## src/rtl/ula_seq_pkg.sv

```systemverilog
// Shared definitions for the sequential ALU: operation codes and controller state encoding.
package ula_seq_pkg;

    localparam logic [3:0] OP_AND = 4'b0000;
    localparam logic [3:0] OP_OR  = 4'b0001;
    localparam logic [3:0] OP_ADD = 4'b0010;
    localparam logic [3:0] OP_SUB = 4'b0110;
    localparam logic [3:0] OP_SLT = 4'b0111;
    localparam logic [3:0] OP_NOR = 4'b1100;
    localparam logic [3:0] OP_MUL = 4'b0011;

    typedef enum logic [1:0] {
        ST_IDLE = 2'd0,
        ST_BUSY = 2'd1,
        ST_HOLD = 2'd2
    } state_t;

endpackage

```

## src/rtl/ula_comb.sv

```systemverilog
// Single-cycle ALU slice: AND/OR/ADD/SUB/SLT/NOR with signed overflow and carry out.
module ula_comb
    import ula_seq_pkg::*;
#(
    parameter int WIDTH = 32
) (
    input  logic [WIDTH-1:0] a,
    input  logic [WIDTH-1:0] b,
    input  logic [3:0]       op,
    output logic [WIDTH-1:0] result,
    output logic             overflow,
    output logic             carry_out
);

    logic             b_negate;
    logic [WIDTH-1:0] b_sel;
    logic [WIDTH-1:0] low_sum;
    logic [WIDTH:0]   sum;
    logic             carry_msb;
    logic             add_ovf;
    logic             set;

    // One adder serves ADD, SUB and SLT; Bnegate doubles as the carry-in.
    assign b_negate  = op[2];
    assign b_sel     = b_negate ? ~b : b;
    assign low_sum   = {1'b0, a[WIDTH-2:0]} + {1'b0, b_sel[WIDTH-2:0]}
                     + {{(WIDTH-1){1'b0}}, b_negate};
    assign sum       = {1'b0, a} + {1'b0, b_sel} + {{WIDTH{1'b0}}, b_negate};
    assign carry_msb = low_sum[WIDTH-1];
    assign add_ovf   = carry_msb ^ sum[WIDTH];
    assign set       = sum[WIDTH-1] ^ add_ovf;

    always_comb begin
        // NOTE: every output gets a default first so no path through the case infers a latch.
        result    = '0;
        overflow  = 1'b0;
        carry_out = 1'b0;
        unique case (op)
            OP_AND: result = a & b;
            OP_OR:  result = a | b;
            OP_NOR: result = ~(a | b);
            OP_ADD, OP_SUB: begin
                result    = sum[WIDTH-1:0];
                overflow  = add_ovf;
                carry_out = sum[WIDTH];
            end
            OP_SLT: result = {{(WIDTH-1){1'b0}}, set};
            default: ;
        endcase
    end

endmodule

```

## src/rtl/ula_seq.sv

```systemverilog
// Handshaked ALU: single-cycle ops via ula_comb, WIDTH-cycle shift-and-add multiply, output register.
module ula_seq
    import ula_seq_pkg::*;
#(
    parameter int WIDTH = 32
) (
    input  logic             clk,
    input  logic             reset,
    input  logic             in_valid,
    output logic             in_ready,
    input  logic [WIDTH-1:0] a,
    input  logic [WIDTH-1:0] b,
    input  logic [3:0]       op,
    output logic             out_valid,
    input  logic             out_ready,
    output logic [WIDTH-1:0] result,
    output logic             zero,
    output logic             overflow,
    output logic             carry_out
);

    localparam int CW = $clog2(WIDTH + 1);

    state_t             state;
    state_t             state_nxt;
    logic [CW-1:0]      cnt;
    logic [2*WIDTH-1:0] acc;
    logic [2*WIDTH-1:0] acc_nxt;
    logic [2*WIDTH-1:0] mcand;
    logic [WIDTH-1:0]   mplier;
    logic [WIDTH-1:0]   comb_result;
    logic               comb_ovf;
    logic               comb_carry;
    logic               accept;
    logic               is_mul;
    logic               mul_done;

    ula_comb #(.WIDTH(WIDTH)) u_comb (
        .a         (a),
        .b         (b),
        .op        (op),
        .result    (comb_result),
        .overflow  (comb_ovf),
        .carry_out (comb_carry)
    );

    assign in_ready  = (state == ST_IDLE) || ((state == ST_HOLD) && out_ready);
    assign accept    = in_valid && in_ready;
    assign is_mul    = (op == OP_MUL);
    assign mul_done  = (state == ST_BUSY) && (cnt == CW'(1));
    assign acc_nxt   = mplier[0] ? acc + mcand : acc;
    assign out_valid = (state == ST_HOLD);
    assign zero      = out_valid && (result == '0);

    always_comb begin
        state_nxt = state;
        unique case (state)
            ST_IDLE, ST_HOLD: begin
                if (accept)
                    state_nxt = is_mul ? ST_BUSY : ST_HOLD;
                else if ((state == ST_HOLD) && out_ready)
                    state_nxt = ST_IDLE;
            end
            ST_BUSY: if (cnt == CW'(1)) state_nxt = ST_HOLD;
            default: state_nxt = ST_IDLE;
        endcase
    end

    // NOTE: state is updated with non-blocking assignments so every register samples pre-edge values.
    always_ff @(posedge clk or posedge reset) begin
        if (reset) state <= ST_IDLE;
        else       state <= state_nxt;
    end

    // NOTE: the datapath is reset as well, because result and flags must read 0 straight out of reset.
    always_ff @(posedge clk or posedge reset) begin
        if (reset) begin
            cnt       <= '0;
            acc       <= '0;
            mcand     <= '0;
            mplier    <= '0;
            result    <= '0;
            overflow  <= 1'b0;
            carry_out <= 1'b0;
        end else begin
            if (accept && is_mul) begin
                cnt    <= CW'(WIDTH);
                acc    <= '0;
                mcand  <= {{WIDTH{1'b0}}, a};
                mplier <= b;
            end else if (state == ST_BUSY) begin
                cnt    <= cnt - CW'(1);
                acc    <= acc_nxt;
                mcand  <= mcand << 1;
                mplier <= mplier >> 1;
            end

            // The last partial product is folded in on the same edge that enters HOLD.
            if (accept && !is_mul) begin
                result    <= comb_result;
                overflow  <= comb_ovf;
                carry_out <= comb_carry;
            end else if (mul_done) begin
                result    <= acc_nxt[WIDTH-1:0];
                overflow  <= |acc_nxt[2*WIDTH-1:WIDTH];
                carry_out <= 1'b0;
            end
        end
    end

endmodule

```

## config.mk

```make
export PLATFORM = sky130hd
export DESIGN_NAME = ula_seq
export DESIGN_NICKNAME = d
export VERILOG_FILES = /design/src/rtl/ula_seq_pkg.sv /design/src/rtl/ula_comb.sv /design/src/rtl/ula_seq.sv
export SDC_FILE = /design/constraint.sdc
export NUM_CORES = 1
export LEC_CHECK = 0
export BUFFER_PORTS_ARGS = -buffer_cell sky130_fd_sc_hd__buf_2
export CORE_ASPECT_RATIO = 1.5
export CORE_UTILIZATION = 55
export CTS_BUF_LIST = sky130_fd_sc_hd__clkbuf_4
export DETAILED_ROUTE_END_ITERATION = 6
export PLACE_DENSITY = 0.76
export SYNTH_ARGS = -nofsm -noshare
export SYNTH_HDL_FRONTEND = slang
export SYNTH_SLANG_ARGS = --single-unit
```

## constraint.sdc

```tcl
create_clock -name clk -period 6.4 [get_ports clk]
set_input_delay 0.64 -clock clk [delete_from_list [all_inputs] [get_ports clk]]
set_output_delay 0.64 -clock clk [all_outputs]
set_load 0.05 [all_outputs]
```

==> results of run 1 <==
## registers in the layout, summed over array words and instances (netlist names)
signal     count
state          2
cnt            6
carry_out      1
mplier        32
mcand         64
overflow       1
acc           64
result        32
## final timing paths
path,start,to,slack [ps],cells past startpoint
max,acc[0]$_DFFE_PP0P_,overflow$_DFFE_PP0P_,1500,15
min,reset,mcand[45]$_DFFE_PP0P_,20,2
max reg2reg,acc[0]$_DFFE_PP0P_,overflow$_DFFE_PP0P_,1500,15
min reg2reg,mplier[1]$_DFFE_PP0P_,mplier[1]$_DFFE_PP0P_,480,2
max in group asynchronous,reset,mcand[35]$_DFFE_PP0P_,5140,3
min in group clk,out_ready,state[1]$_DFFE_PP0P_,140,2
## through the flow
stage                     hold WS, ps  instance area [sq um]  total power [W]  setup slack, ps   util
after floorplan                   446                  15900          0.00535              249      -
after global placement            458                  16500          0.00637             1630  0.587
after detailed placement          463                  16500          0.00645             1550  0.587
after CTS                        45.6                  17200          0.00761             1560  0.610
after global routing             74.2                  17200          0.00821             1270  0.610
final                            15.0                  17200          0.00767             1500  0.610
## critical path, stage by stage (launching register included)
cell	delay (ps)
dfrtp_1	370
ha_1	210
inv_1	70
fa_1	380
nand2b_1	190
a211oi_1	520
o21ai_0	270
a211o_1	390
a21oi_1	270
o211ai_1	230
a211oi_1	300
nor4bb_1	310
nand4_1	130
or4_1	560
nand4bb_1	250
a221o_1	330
## per-layer routing
layer	track usage	routed length, microns	vias up
li1	-	-	7448
met1	0.389	19300	7554
met2	0.617	25700	593
met5	0	0	-
met4	0.250	3850	0
met3	0.0459	2750	216
## final cells by class
| class | count | area (sq um) | share of cell area |
|---|---|---|---|
| well taps | 346 | 433 | 0.0252 |
| inverters | 27 | 109 | 0.00634 |
| repair buffers | 125 | 668 | 0.0389 |
| clock inverters | 18 | 73.8 | 0.00430 |
| clock buffers | 77 | 578 | 0.0337 |
| diodes | 1 | 2.50 | 0.000146 |
| flip-flops and latches | 202 | 5060 | 0.294 |
| multi-input cells | 1643 | 10300 | 0.597 |
## cell families after synthesis
logic type,after synthesis,synth area share
fa+ha+maj,98,0.0782
compound gates,708,0.286
flops,202,0.319
buf+inv,141,0.0378
xor+xnor,117,0.0646
mux,30,0.0191
simple gates,690,0.195
## Yosys cell counts, types with 32 or more instances
library cell / number
nor2_1: 100
nand4_1: 32
ha_1: 96
a22oi_1: 63
o21ai_0: 177
a21o_1: 52
nand3_1: 39
clkbuf_1: 87
nor3_1: 52
xnor2_1: 49
nand2_1: 359
dfrtp_1: 202
a221oi_1: 32
a21oi_1: 204
xor2_1: 68
## cell usage in the layout (no fill, tap or decap), drive strengths merged, types with 33 or more instances in the layout
cell type  count
a21oi        204
a221oi        33
dfrtp        202
xnor2         49
ha            96
buf          125
clkbuf        77
nor2         100
nor3          52
nand2        359
o21ai        186
xor2          68
a22oi         63
nand3         39
a21o          53
## power by group through the flow
stage	clock network (W)	registers [W]	logic (W)
finish	0.00114	0.00229	0.00424
detailed placement	0	0.00229	0.00416
global route	0.00121	0.00234	0.00466
floorplan	0	0.00226	0.00309
global placement	0	0.00227	0.00411
CTS	0.00115	0.00227	0.00418
==> flow_summary.ini, run 1 <==
[power_and_ir_drop]
ir_worst_vdd_v = 0.000172
p_clk_frac = 0.148
comb_power_share = 0.553
power_frac_seq = 0.298
power_density_mw_per_mm2 = 446
p_sw_w = 0.00380
p_int_w = 0.00386
leakage_nw = 7.90
p_sw_frac = 0.496

[floorplan]
initial_utilization = 0.564
rows = 75
die_y_microns = 210
core_area_sq_mm = 0.0282
die-area_sq_mm = 0.0295
ios = 109
die_w_microns = 141

[yosys]
synth_top_area_cell = dfrtp_1
netlist_area_sq_mm = 0.0159
synth_area_leaders = dfrtp_1 32%, nand2_1 8.5%, ha_1 7.6%
ys_types = 81
synthCells = 1986
synthArstFlopShare = 1.00
synth_flop_cell = dfrtp_1
ys_seq_elements = 202
ys.warnings.count = 0
yosysSeqAreaShare = 0.319
syn_nets = 2156
synth_edf_count = 0
synth.avg_cell_area_sq_um = 7.99
synth_top_area_frac = 0.319

[grt]
grt_use_total = 0.351
grt_pass1_wl_microns = 81400
grt.overflow.total = 0
antenna_found_initial = 1
grt_max_degree = 98
grt_pass1_vias = 15649

[routing]
wirelength_microns = 51500
vias_per_cell = 6.48
first_pass_iters = 6
drcViolationCount = 0
wl_per_cell_microns = 21.1
antenna_left = 0
drtIter0Drc = 1067
num_vias = 15811

[cts]
clk_pin_slew_ps = 70
cts_resized = 0
clk_path_buf_depth = 3
ctsHtreeMaxLevel = 2
cts_buffers = 53
cts.sinks = 202
root_buffer = clkbuf_4
clock_latency_ps = 750
cts_tree = built
cts_hold_buffers = 0
cts_setup_buffers = 0

[critical_path]
end_kind = register
cp.arrival_ps = 5520
worstSetupPathType = reg -> reg
required_ps = 7030
cp_max_fo = 5
cp-start-kind = register

[sta]
slew_headroom = 0.266
period_minus_slack_ps = 4900
slew_violations = 0
period_share = 0.765
rsz0062_at_grt = no
max_freq_mhz = 204
fin_skew_ps = 21.8
finalSetupViolations = 0
finalSetupTns_ps = 0
hold_viol = 0
tightest_slew_ps = 1100

[placement]
numPortBuffers = 108
hpwlAfterDp_microns = 38600
place_inst = 2343
gp_congestion = 1.01

[layout]
fin_nets = 2222
drive_above_1_share = 0.118
final_cells = 2439
area_delta_synth_final_pct = 8.28
fill_cells = 2547

[run_status]
outcome = finished clean

[worst_hold_path]
hold_path.class = in -> async

[flow_run]
drv_cap = 0
Power figures use the tool's default switching activity.
==> run 2, diff against run 1 <==
- PLACE_DENSITY: 0.76 -> 0.74
- clock period: 6.4 -> 4.85 ns (I/O delays scaled with it)
==> run 2 against run 1 <==
  * Register-to-register slack got worse by 1300 ps
  * Combinational power increased by 40%
  * Clock-buffer cell count down 8
  * Clock power is 34% higher
  * Global-route usage increased by 3.0 points
  * Worst hold slack better by 28 ps
  * Die area unchanged
  * Cell count is 1.0% higher
  * Worst setup slack worse by 1300 ps
  * Sequential cell count unchanged
  * Clock skew increased by 34 ps
  * Via count rose by 0.76%
  * Highest routed layer unchanged
==> flow_summary.ini, run 2 (synthesized netlist as in run 1, its figures left out) <==
[run_status]
outcome = finished clean

[grt]
grt_use_total = 0.380
grt_max_degree = 77
grt_pass1_vias = 16143
antenna_found_initial = 1
grt_pass1_wl_microns = 86400
grt.overflow.total = 0

[critical_path]
cp-endpoint = overflow$_DFFE_PP0P_
end_kind = register
cp.arrival_ps = 5270
cp-start-kind = register
r2r_setup_slack_ps = 180
required_ps = 5450
cp_max_fo = 7
cp-startpoint = mcand[7]$_DFFE_PP0P_
timing.rr.start = mcand[7]$_DFFE_PP0P_
rr_endpoint = overflow$_DFFE_PP0P_
worstSetupPathType = reg -> reg
r2r_cells = 13

[cts]
ctsHtreeMaxLevel = 2
cts.sinks = 202
clk_pin_slew_ps = 70
root_buffer = clkbuf_4
cts_tree = built
cts_buffers = 53
clock_latency_ps = 760
clk_path_buf_depth = 3

[power_and_ir_drop]
ir_worst_vdd_v = 0.000304
comb_power_share = 0.567
power_frac_seq = 0.286
p_int_w = 0.00525
p_clk_frac = 0.147
p_sw_w = 0.00519
power_density_mw_per_mm2 = 599
leakage_nw = 8.03
p_sw_frac = 0.497

[layout]
largestRegisters = acc: 64 flops, mcand: 64 flops
final_cell_mix = 359 x nand2_1, 203 x a21oi_1, 201 x dfrtp_1, 177 x o21ai_0, 108 x buf_2
final_cells = 2464
stdcell_area_sq_mm = 0.0174
final_common_cell = nand2_1
fin_util = 0.619
area_delta_synth_final_pct = 9.84
drive_above_1_share = 0.128
fin_nets = 2251

[sta]
slew_headroom = 0.185
slew_violations = 0
finalSetupViolations = 0
max_freq_mhz = 214
period_minus_slack_ps = 4670
tightest_slew_ps = 1220
hold_viol = 0
period_share = 0.964
fin_skew_ps = 55.4

[routing]
vias_per_cell = 6.47
wl_per_cell_microns = 22.4
drtIter0Drc = 929
num_vias = 15931
antenna_left = 0
drcViolationCount = 0
first_pass_iters = 5
wirelength_microns = 55300

[placement]
place_inst = 2369
place_area_sq_mm = 0.0167
gp_congestion = 1.02
numPortBuffers = 108
hpwlAfterDp_microns = 41500

[floorplan]
initial_utilization = 0.564
rows = 75
core_area_sq_mm = 0.0282
die_y_microns = 210
die_w_microns = 141
ios = 109
die-area_sq_mm = 0.0295

[flow_run]
drv_cap = 0

[worst_hold_path]
hold_path.class = in -> reg
-- run 2: cell count changes in the layout (fill, tap and decap cells not counted), sizes merged --
cell / previous run / this run
bufinv: 0 / 2
buf: 125 / 151
dlygate4sd3: 0 / 3
clkbuf: 77 / 69
clkinvlp: 0 / 1
clkinv: 18 / 19
-- run 2: how the worst min path moves through the flow --
stage,cells past startpoint,from,to
5_1_grt,3,a[5],mcand[5]$_DFFE_PP0P_
6_report,3,b[17],mplier[17]$_DFFE_PP0P_
3_5_place_dp,2,mplier[9]$_DFFE_PP0P_,mplier[9]$_DFFE_PP0P_
2_1_floorplan,2,mplier[10]$_DFFE_PP0P_,mplier[10]$_DFFE_PP0P_
4_1_cts,3,a[5],mcand[5]$_DFFE_PP0P_
3_3_place_gp,2,mplier[2]$_DFFE_PP0P_,mplier[2]$_DFFE_PP0P_
-- run 2: stage by stage --
step                      power [W]  hold WS (ps)  TNS (ps)  setup slack [ps]
final                        0.0104          42.5         0               176
after global routing         0.0112          22.1     -2.95             -2.95
after CTS                    0.0103          2.22         0               246
after detailed placement    0.00877           467         0               318
after global placement      0.00867           459         0               388
after floorplan             0.00706           446         0               703
-- run 2: layout make-up --
class,count,area [sq um]
fillers,2575,10700
multi-input cells,1643,10300
flip-flops and latches,202,5060
repair buffers,154,893
clock buffers,69,518
well taps,346,433
clock inverters,22,140
inverters,27,105
diodes,1,2.50
-- run 2: power by group through the flow --
stage / registers (W) / logic (W) / clock network (W)
after floorplan: 0.00298 / 0.00408 / 0
after global placement: 0.00296 / 0.00571 / 0
after detailed placement: 0.00299 / 0.00577 / 0
after CTS: 0.00297 / 0.00581 / 0.00156
after global routing: 0.00306 / 0.00649 / 0.00163
final: 0.00298 / 0.00592 / 0.00153
-- run 2: routing by layer --
layer  up-vias  share of wire  GRT usage
li1       7497              -          -
met5         -              0          0
met4         0          0.078      0.283
met2       621           0.51      0.686
met3       224          0.057     0.0568
met1      7589           0.35      0.399
-- run 2: repair_timing --
action | 4_1_cts | 5_1_grt
hold buffers | 3 | 0
setup buffers | 0 | 0
gates resized for setup | 0 | 6
hold endpoints to repair | 20 | 0
setup endpoints to repair | 0 | 1
-- run 2: critical path: stages, from the launching register on --
cell and delay, ps:
dfrtp_1 410, ha_1 410, nand4_1 180, nor3_1 440, a311oi_1 180, and2_1 260
or3_1 510, and4_1 260, a2111oi_0 320, nor4bb_1 280, nand4_1 130, or4_1 540
nand4bb_1 260, a221o_1 330
==> run 3, diff against run 2 <==
- clock period: 4.85 -> 5.8 ns (I/O delays scaled with it)
==> run 3 against run 2 <==
  * Sequential power decreased by 15%
  * Maximum frequency is 3.3% lower
  * Sequential share of layout area is 0.41 points higher
  * Global-route usage decreased by 2.2 points
  * Worst setup slack better by 790 ps
  * First-iteration DRC count is 15% higher
  * Core utilization down 0.86 points
  * Clock-buffer cell count stayed put
  * Power shrank 19%
  * Combinational power fell by 20%
==> flow_summary.ini, run 3 (synthesized netlist as in run 1, its figures left out) <==
[cts]
clk_path_buf_depth = 3
cts_buffers = 52
clock_latency_ps = 740
cts.sinks = 202
ctsHtreeMaxLevel = 2
cts_tree = built
clk_pin_slew_ps = 90
root_buffer = clkbuf_4

[power_and_ir_drop]
p_sw_frac = 0.494
leakage_nw = 7.88
power_density_mw_per_mm2 = 494
power_frac_seq = 0.297
p_int_w = 0.00429
comb_power_share = 0.557
p_sw_w = 0.00420
p_clk_frac = 0.146
ir_worst_vdd_v = 0.000194
total_power_w = 0.00849

[layout]
drive_above_1_share = 0.113
fin_nets = 2224
seqCellArea_sq_mm = 0.00506
fill_cells = 2617
largestRegisters = acc: 64 flops, mcand: 64 flops
final_cell_mix = 359 x nand2_1, 204 x a21oi_1, 201 x dfrtp_1, 177 x o21ai_0, 108 x buf_2
final_common_cell = nand2_1
multi_input_area_sq_mm = 0.0103
area_delta_synth_final_pct = 8.31

[routing]
wirelength_microns = 52800
drtIter0Drc = 1071
antenna_left = 0
first_pass_iters = 5
wl_per_cell_microns = 21.7
drcViolationCount = 0
vias_per_cell = 6.52
num_vias = 15844

[grt]
grt_max_degree = 105
grt.overflow.total = 0
grt_use_total = 0.359
antenna_found_initial = 1
grt_pass1_wl_microns = 82600
grt_pass1_vias = 15685

[sta]
rsz0062_at_grt = no
max_freq_mhz = 207
hold_viol = 0
period_minus_slack_ps = 4830
finalSetupTns_ps = 0
fin_skew_ps = 58.2
finalSetupViolations = 0
tightest_slew_ps = 1160
slew_headroom = 0.229
slew_violations = 0
period_share = 0.833
layout_setup_ws_ps = 966

[critical_path]
cp.arrival_ps = 5430
worstPathCellList = ha_1 -> inv_1 -> fa_1 -> nand2b_1 -> a211oi_1 -> o21ai_0 -> a21boi_0 -> o21ai_0 -> a211o_1 -> a211oi_1 -> o21ai_0 -> a31o_2 -> nor4_1 -> nand4bb_1 -> a221o_1
cpPeakStageDelay_ps = 510
critical_path.top_delay_family = compound AO/OA/AOI/OAI gates
cp_max_fo = 5
required_ps = 6390
cpMostUsedCell = o21ai_0
cp-start-kind = register
worstSetupPathType = reg -> reg
critPathBufInv = 1
critPathSlowestCell = a211oi_1
end_kind = register

[placement]
dp_slack_ps = 1080
hpwlAfterDp_microns = 39400
numPortBuffers = 108
gp_congestion = 1.02

[floorplan]
initial_utilization = 0.564
rows = 75
die-area_sq_mm = 0.0295
core_area_sq_mm = 0.0282
die_y_microns = 210
die_w_microns = 141
ios = 109

[run_status]
outcome = finished clean

[flow_run]
drv_cap = 0

[worst_hold_path]
hold_path.class = in -> reg
[run 3: changes by cell type in the layout (fill, tap and decap cells not counted), moves of 2 or more]
cell	previous run	this run
inv_2	2	0
clkinv_2	4	0
a211oi_2	4	2
a211oi_1	14	16
buf_4	43	18
clkinv_1	15	13
a21boi_0	5	7
dlygate4sd3_1	3	1
a21boi_1	2	0
[run 3: final timing paths]
path	startpoint	endpoint	slack, ps	cells past startpoint
min reg2reg	mplier[9]$_DFFE_PP0P_	mplier[9]$_DFFE_PP0P_	480	2
min	out_ready	state[1]$_DFFE_PP0P_	80	2
min in group asynchronous	reset	mcand[43]$_DFFE_PP0P_	470	3
max reg2reg	mcand[0]$_DFFE_PP0P_	overflow$_DFFE_PP0P_	970	15
max	mcand[0]$_DFFE_PP0P_	overflow$_DFFE_PP0P_	970	15
max in group asynchronous	reset	mplier[0]$_DFFE_PP0P_	3920	4
[run 3: worst reg2reg max path, delay by kind of cell, from the launching register on]
family / cells / cell delay (ps)
flops: 1 / 370
compound gates: 9 / 2890
simple gates: 3 / 800
buf+inv: 1 / 70
fa+ha+maj: 2 / 590
[run 3: metrics by stage]
stage	instance area [sq um]	std cells	utilization	hold slack [ps]
after floorplan	15900	1986	-	446
after global placement	16500	2345	0.588	458
after detailed placement	16500	2345	0.588	465
after CTS	17200	2429	0.610	23.8
after global routing	17200	2430	0.610	29.3
final	17200	2430	0.610	83.2
[run 3: power by group through the flow]
stage | combinational, W | sequential [W] | clock, W
after detailed placement | 0.00463 | 0.00253 | 0
final | 0.00473 | 0.00252 | 0.00124
after global routing | 0.00519 | 0.00258 | 0.00133
after CTS | 0.00465 | 0.00251 | 0.00127
after global placement | 0.00457 | 0.00250 | 0
after floorplan | 0.00341 | 0.00249 | 0
[run 3: timing repair]
| action | in CTS | in global routing |
|---|---|---|
| hold buffers | 1 | 0 |
| hold endpoints to repair | 21 | 0 |
| setup endpoints to repair | 0 | 0 |
| gates resized for setup | 0 | 0 |
| buffers inserted | 0 | 0 |
[run 3: per-layer routing]
metal / track usage / wire [microns] / vias to the layer above
li1: - / - / 7441
met1: 0.386 / 19600 / 7593
met2: 0.648 / 26600 / 606
met3: 0.0445 / 2620 / 204
met4: 0.257 / 3990 / 0
met5: 0 / 0 / -
[run 3: cell type report]
class                           instances  area share
Multi-Input combinational cell       1643       0.597
Sequential cell                       202       0.294
Timing Repair Buffer                  128      0.0411
Clock buffer                           69      0.0301
Tap cell                              346      0.0252
Clock inverter                         14     0.00612
Inverter                               27     0.00612
Antenna cell                            1    0.000146
